[src/rtl/dest_reader.sv]
// Drain-side reader for destination FIFOs D0/D1.
// Each lane pops its FIFO independently, absorbs the one-cycle FIFO read latency
// in a 2-entry skid buffer and presents a valid/ready stream.
// Optional feature: define DEST_READER_COUNT_EN to build the delivered-word counters;
// otherwise count0/count1 are tied to zero.
module dest_reader #(
  parameter int unsigned DATA_SIZE  = 6,
  parameter int unsigned COUNT_SIZE = 8
) (
  input  logic                  clk,
  input  logic                  reset_L,
  input  logic                  active_in,
  input  logic                  empty0,
  input  logic                  empty1,
  input  logic [DATA_SIZE-1:0]  data_in0,
  input  logic [DATA_SIZE-1:0]  data_in1,
  input  logic                  ready0,
  input  logic                  ready1,
  output logic                  pop0,
  output logic                  pop1,
  output logic [DATA_SIZE-1:0]  data_out0,
  output logic [DATA_SIZE-1:0]  data_out1,
  output logic                  valid_out0,
  output logic                  valid_out1,
  output logic [COUNT_SIZE-1:0] count0,
  output logic [COUNT_SIZE-1:0] count1,
  output logic                  idle_out
);

  logic                 empty     [2];
  logic                 ready     [2];
  logic [DATA_SIZE-1:0] din       [2];
  logic                 valid     [2];
  logic                 consume   [2];
  logic                 pop       [2];
  logic [2:0]           occ       [2];
  logic [1:0]           entries_q [2];
  logic [1:0]           entries_d [2];
  logic                 inflight_q[2];
  logic                 inflight_d[2];
  logic [DATA_SIZE-1:0] head_q    [2];
  logic [DATA_SIZE-1:0] head_d    [2];
  logic [DATA_SIZE-1:0] tail_q    [2];
  logic [DATA_SIZE-1:0] tail_d    [2];

  assign empty[0] = empty0;
  assign empty[1] = empty1;
  assign ready[0] = ready0;
  assign ready[1] = ready1;
  assign din[0]   = data_in0;
  assign din[1]   = data_in1;

  // Per-lane handshake, pop credit and skid-buffer next state.
  always_comb begin
    for (int k = 0; k < 2; k++) begin
      valid[k]      = !reset_L && (entries_q[k] != 2'd0);
      consume[k]    = valid[k] && ready[k];
      // Occupancy after this edge; consume is credited so pop can reassert immediately.
      occ[k]        = {1'b0, entries_q[k]} + {2'b00, inflight_q[k]} - {2'b00, consume[k]};
      pop[k]        = !reset_L && active_in && !empty[k] && (occ[k] < 3'd2);
      entries_d[k]  = occ[k][1:0];
      inflight_d[k] = pop[k];
      head_d[k]     = head_q[k];
      tail_d[k]     = tail_q[k];
      case (entries_q[k])
        2'd0: begin
          if (inflight_q[k]) head_d[k] = din[k];
        end
        2'd1: begin
          // Head leaves while the returning word arrives: the new word becomes the head.
          if (inflight_q[k]) begin
            if (consume[k]) head_d[k] = din[k];
            else            tail_d[k] = din[k];
          end
        end
        default: begin
          if (consume[k]) begin
            head_d[k] = tail_q[k];
            if (inflight_q[k]) tail_d[k] = din[k];
          end
        end
      endcase
    end
  end

  // Lane state registers; a word returning during reset is dropped with the rest.
  always_ff @(posedge clk) begin
    for (int k = 0; k < 2; k++) begin
      if (reset_L) begin
        entries_q[k]  <= 2'd0;
        inflight_q[k] <= 1'b0;
        head_q[k]     <= '0;
        tail_q[k]     <= '0;
      end else begin
        entries_q[k]  <= entries_d[k];
        inflight_q[k] <= inflight_d[k];
        head_q[k]     <= head_d[k];
        tail_q[k]     <= tail_d[k];
      end
    end
  end

  assign pop0       = pop[0];
  assign pop1       = pop[1];
  assign valid_out0 = valid[0];
  assign valid_out1 = valid[1];
  assign data_out0  = reset_L ? '0 : head_q[0];
  assign data_out1  = reset_L ? '0 : head_q[1];
  assign idle_out   = empty0 && empty1 &&
                      (reset_L || ((entries_q[0] == 2'd0) && (entries_q[1] == 2'd0) &&
                                   !inflight_q[0] && !inflight_q[1]));

`ifdef DEST_READER_COUNT_EN
  logic [COUNT_SIZE-1:0] count_q[2];
  logic [COUNT_SIZE-1:0] count_d[2];

  // Delivered-word counters, wrapping naturally at 2^COUNT_SIZE.
  always_comb begin
    for (int k = 0; k < 2; k++) begin
      count_d[k] = consume[k] ? count_q[k] + COUNT_SIZE'(1) : count_q[k];
    end
  end

  // Counter registers.
  always_ff @(posedge clk) begin
    for (int k = 0; k < 2; k++) begin
      if (reset_L) count_q[k] <= '0;
      else         count_q[k] <= count_d[k];
    end
  end

  assign count0 = reset_L ? '0 : count_q[0];
  assign count1 = reset_L ? '0 : count_q[1];
`else
  assign count0 = '0;
  assign count1 = '0;
`endif

endmodule

[config.mk]
export PLATFORM = sky130hd
export DESIGN_NAME = dest_reader
export DESIGN_NICKNAME = d
export VERILOG_FILES = /design/src/rtl/dest_reader.sv
export SDC_FILE = /design/constraint.sdc
export NUM_CORES = 1
export LEC_CHECK = 0
export ABC_AREA = 1
export ABC_CLOCK_PERIOD_IN_PS = 2200
export BUFFER_PORTS_ARGS = -buffer_cell sky130_fd_sc_hd__buf_2
export CAP_MARGIN = 10
export CORE_MARGIN = 10
export CORE_UTILIZATION = 30
export CTS_BUF_LIST = sky130_fd_sc_hd__clkbuf_16
export DETAILED_ROUTE_END_ITERATION = 8
export PLACE_DENSITY = 0.51
export SLEW_MARGIN = 40
export SYNTH_ARGS = -nofsm -noshare
export SYNTH_HDL_FRONTEND = slang
export SYNTH_SLANG_ARGS = --single-unit
export TNS_END_PERCENT = 1
[constraint.sdc]
create_clock -name clk -period 2.2 [get_ports clk]
set_input_delay 0.11 -clock clk [delete_from_list [all_inputs] [get_ports clk]]
set_output_delay 0.11 -clock clk [all_outputs]
set_load 0.02 [all_outputs]
==> run_results.csv <==
group,metric,value,unit
outcome,violations,"setup timing",
logic_synthesis,netlist_instances,293,
worst_setup_path,worst-r2r-cell-count,10,
hold_path,worstHoldEndpoint,"inflight_q[1]",
floorplan,coreArea,5960,sq um
drt,via_per_inst,4.11,
worst_setup_path,r2r_end,"inflight_q[1]",
cts,clk_path_buf_depth,2,
logic_synthesis,synth.distinct_cells,22,
worst_setup_path,cp_max_fo,3,
worst_setup_path,crit_path_end_kind,"output port",
hold_path,min_path_type,"in2reg",
cts,htreeDepth,2,
floorplan,die_y,98.6,um
layout,antenna_cells,0,
worst_setup_path,regToRegSetupSlack,0.29,ns
power,cellPowerDensity,784,nW/um^2
global_route,grt_first_pass_wirelength,7.90,mm
floorplan,dieArea,9730,sq um
cts,clkSinkCount,30,
worst_setup_path,path_class,"reg2out",
worst_setup_path,arrival,2.17,ns
logic_synthesis,syn-cell-area,1850,sq um
place,dp_hpwl,3.36,mm
drt,wire_per_inst,11.0,um
place,numPortBuffers,35,
place,gp_congestion,0.746,
cts,cts_buffers,5,
run,drv_cap,0,
worst_setup_path,worstPathRequired,2.09,ns
logic_synthesis,synth-seq-area-share,32.4,%
global_route,grt_overflow,0,
drt,drc_errors,0,
global_route,gr-usage-all-layers,9.72,%
timing,finClkSkew,0.00365,ns
cts,clkTransAtPathRegs,0.05,ns
timing,finalCriticalPeriod,2.28,ns
timing,drv_slew,0,
cts,postCtsHoldBufs,0,
layout,drive_gt1_share,29.4,%
floorplan,boundaryPins,52,
power,ir_worst_vdd,310,uV
worst_setup_path,start_kind,"flip-flop",
cts,clockRootBuffer,"clkbuf_16",
timing,fmax,439,MHz
logic_synthesis,ys_warn_count,0,
timing,worst_slack,-0.0799,ns
global_route,first_global_vias,1734,
outcome,outcome,"finished with violations",
logic_synthesis,synth-seq-cells,30,
timing,fin_tns_setup,-0.0799,ns
floorplan,die_w,98.6,um
drt,ant_nets,0,
logic_synthesis,syn_area_per_cell,6.33,sq um
power,leakagePower,1.24,nW
timing,hold_viol,0,
place,post_dp_cell_area,2100,sq um
layout,final_common_cell,"nor2_1",
layout,syn2layout_area_growth,32.6,%
layout,final_nets,372,
hold_path,holdPathStages,2,
cts,clk_latency,0.27,ns
timing,rsz0062_at_grt,"true",
layout,design_area,2460,sq um
floorplan,fp-row-count,28,
layout,most-common-layout-cells,"nor2_1, inv_1, nand2_1",
drt,drtIter0Drc,72,
floorplan,start_util,31.1,%
drt,detailroute.via_count,1745,
global_route,antenna_found_initial,0,
drt,first_pass_iters,4,
drt,routed_wl,4.66,mm
cts,cts_tree,"done",
hold_path,min_from,"empty1",
timing,setup_viol,1,
worst_setup_path,r2r-start,"entries_q[1][0]",
timing,finalCritPeriodShare,104,%
global_route,grt_max_degree,16,
## routing by layer
metal / track usage (%) / wire [um] / up-vias
met3: 3.70 / 383 / 10
met5: 0 / 0 / -
met1: 11.8 / 2190 / 735
li1: - / - / 950
met2: 14.6 / 1990 / 50
met4: 4.96 / 101 / 0
## per-stage QoR
step,hold slack (ns),power (mW),std cells,setup slack (ns),utilization (%)
after CTS,0.0652,1.91,423,-0.0635,40.3
after global placement,0.361,1.17,400,0.147,35.3
final,0.0626,1.93,425,-0.0799,41.3
after floorplan,0.189,1.06,308,-0.0205,-
after detailed placement,0.356,1.18,400,0.0546,35.3
after global routing,0.0803,2.08,425,-0.169,41.3
## registers in the layout (all words and copies together) (netlist names)
signal,count
head_q,12
inflight_q,2
tail_q,12
entries_q,4
## critical path, cell delays in order, from the launching register on
cell and delay, ns:
dfxtp_2 0.34, inv_2 0.05, nand2_4 0.07, nand3_2 0.10, nand2_2 0.09, nand2_2 0.07, ha_4 0.17, fa_2 0.40
xnor2_4 0.17, nor4_4 0.26, buf_4 0.18
## worst max-delay path by stage
| stage | from | to | cells past startpoint |
|---|---|---|---|
| after detailed placement | entries_q[1][0] | pop1 | 10 |
| after floorplan | entries_q[0][1] | pop0 | 10 |
| after global routing | entries_q[1][1] | pop1 | 10 |
| after global placement | entries_q[1][0] | pop1 | 10 |
| final | entries_q[1][0] | pop1 | 10 |
| after CTS | entries_q[0][1] | pop0 | 10 |
## synthesized netlist by cell type
master / instances / area share (%)
a21oi_1: 14 / 3.8
nor2_4: 1 / 0.61
nor2_1: 68 / 14
conb_1: 1 / 0.20
buf_1: 1 / 0.20
xnor2_1: 2 / 0.94
nand3_2: 4 / 2.2
nand2_2: 3 / 1.0
fa_1: 2 / 2.2
nand3_1: 2 / 0.54
dfxtp_1: 30 / 32
a21oi_2: 1 / 0.47
ha_1: 2 / 1.3
inv_2: 3 / 0.61
buf_2: 2 / 0.54
clkbuf_1: 3 / 0.61
nand4_1: 13 / 4.4
nand2_1: 56 / 11
buf_4: 21 / 8.5
nand4_2: 2 / 1.3
nor4_1: 4 / 1.3
inv_1: 58 / 12
## layout make-up
class | count | area [sq um]
clock inverter | 3 | 12.5
timing repair buffer | 61 | 375
sequential | 30 | 606
inverter | 61 | 231
fill | 654 | 3500
tap | 75 | 93.8
multi-input combinational | 190 | 1010
clock buffer | 5 | 125
## what timing repair did
action / 4_1_cts / 5_1_grt
buffers inserted: 15 / 2
pin swaps: 12 / 12
resized for setup: 19 / 8
setup endpoints to repair: 2 / 2
## kinds of logic (layout without fill, tap and decap cells)
family | after synthesis | after routing | synth area share, %
adders and majority gates | 4 | 4 | 3.51
other | 1 | 16 | 0.202
xor gates and xnor gates | 2 | 2 | 0.945
and+or+nand+nor | 153 | 153 | 36.5
buffers and inverters | 88 | 130 | 22.2
DFF | 30 | 30 | 32.4
AOI/OAI and AO/OA | 15 | 15 | 4.25
## report_power, final
group	internal, mW	switching, mW	total, mW	leakage, nW
clock	0.408	0.230	0.638	0.0724
sequential	0.610	0.0323	0.642	0.246
combinational	0.264	0.385	0.649	0.919
total	1.28	0.648	1.93	1.24
No activity file was read; power rests on OpenSTA's default activity.
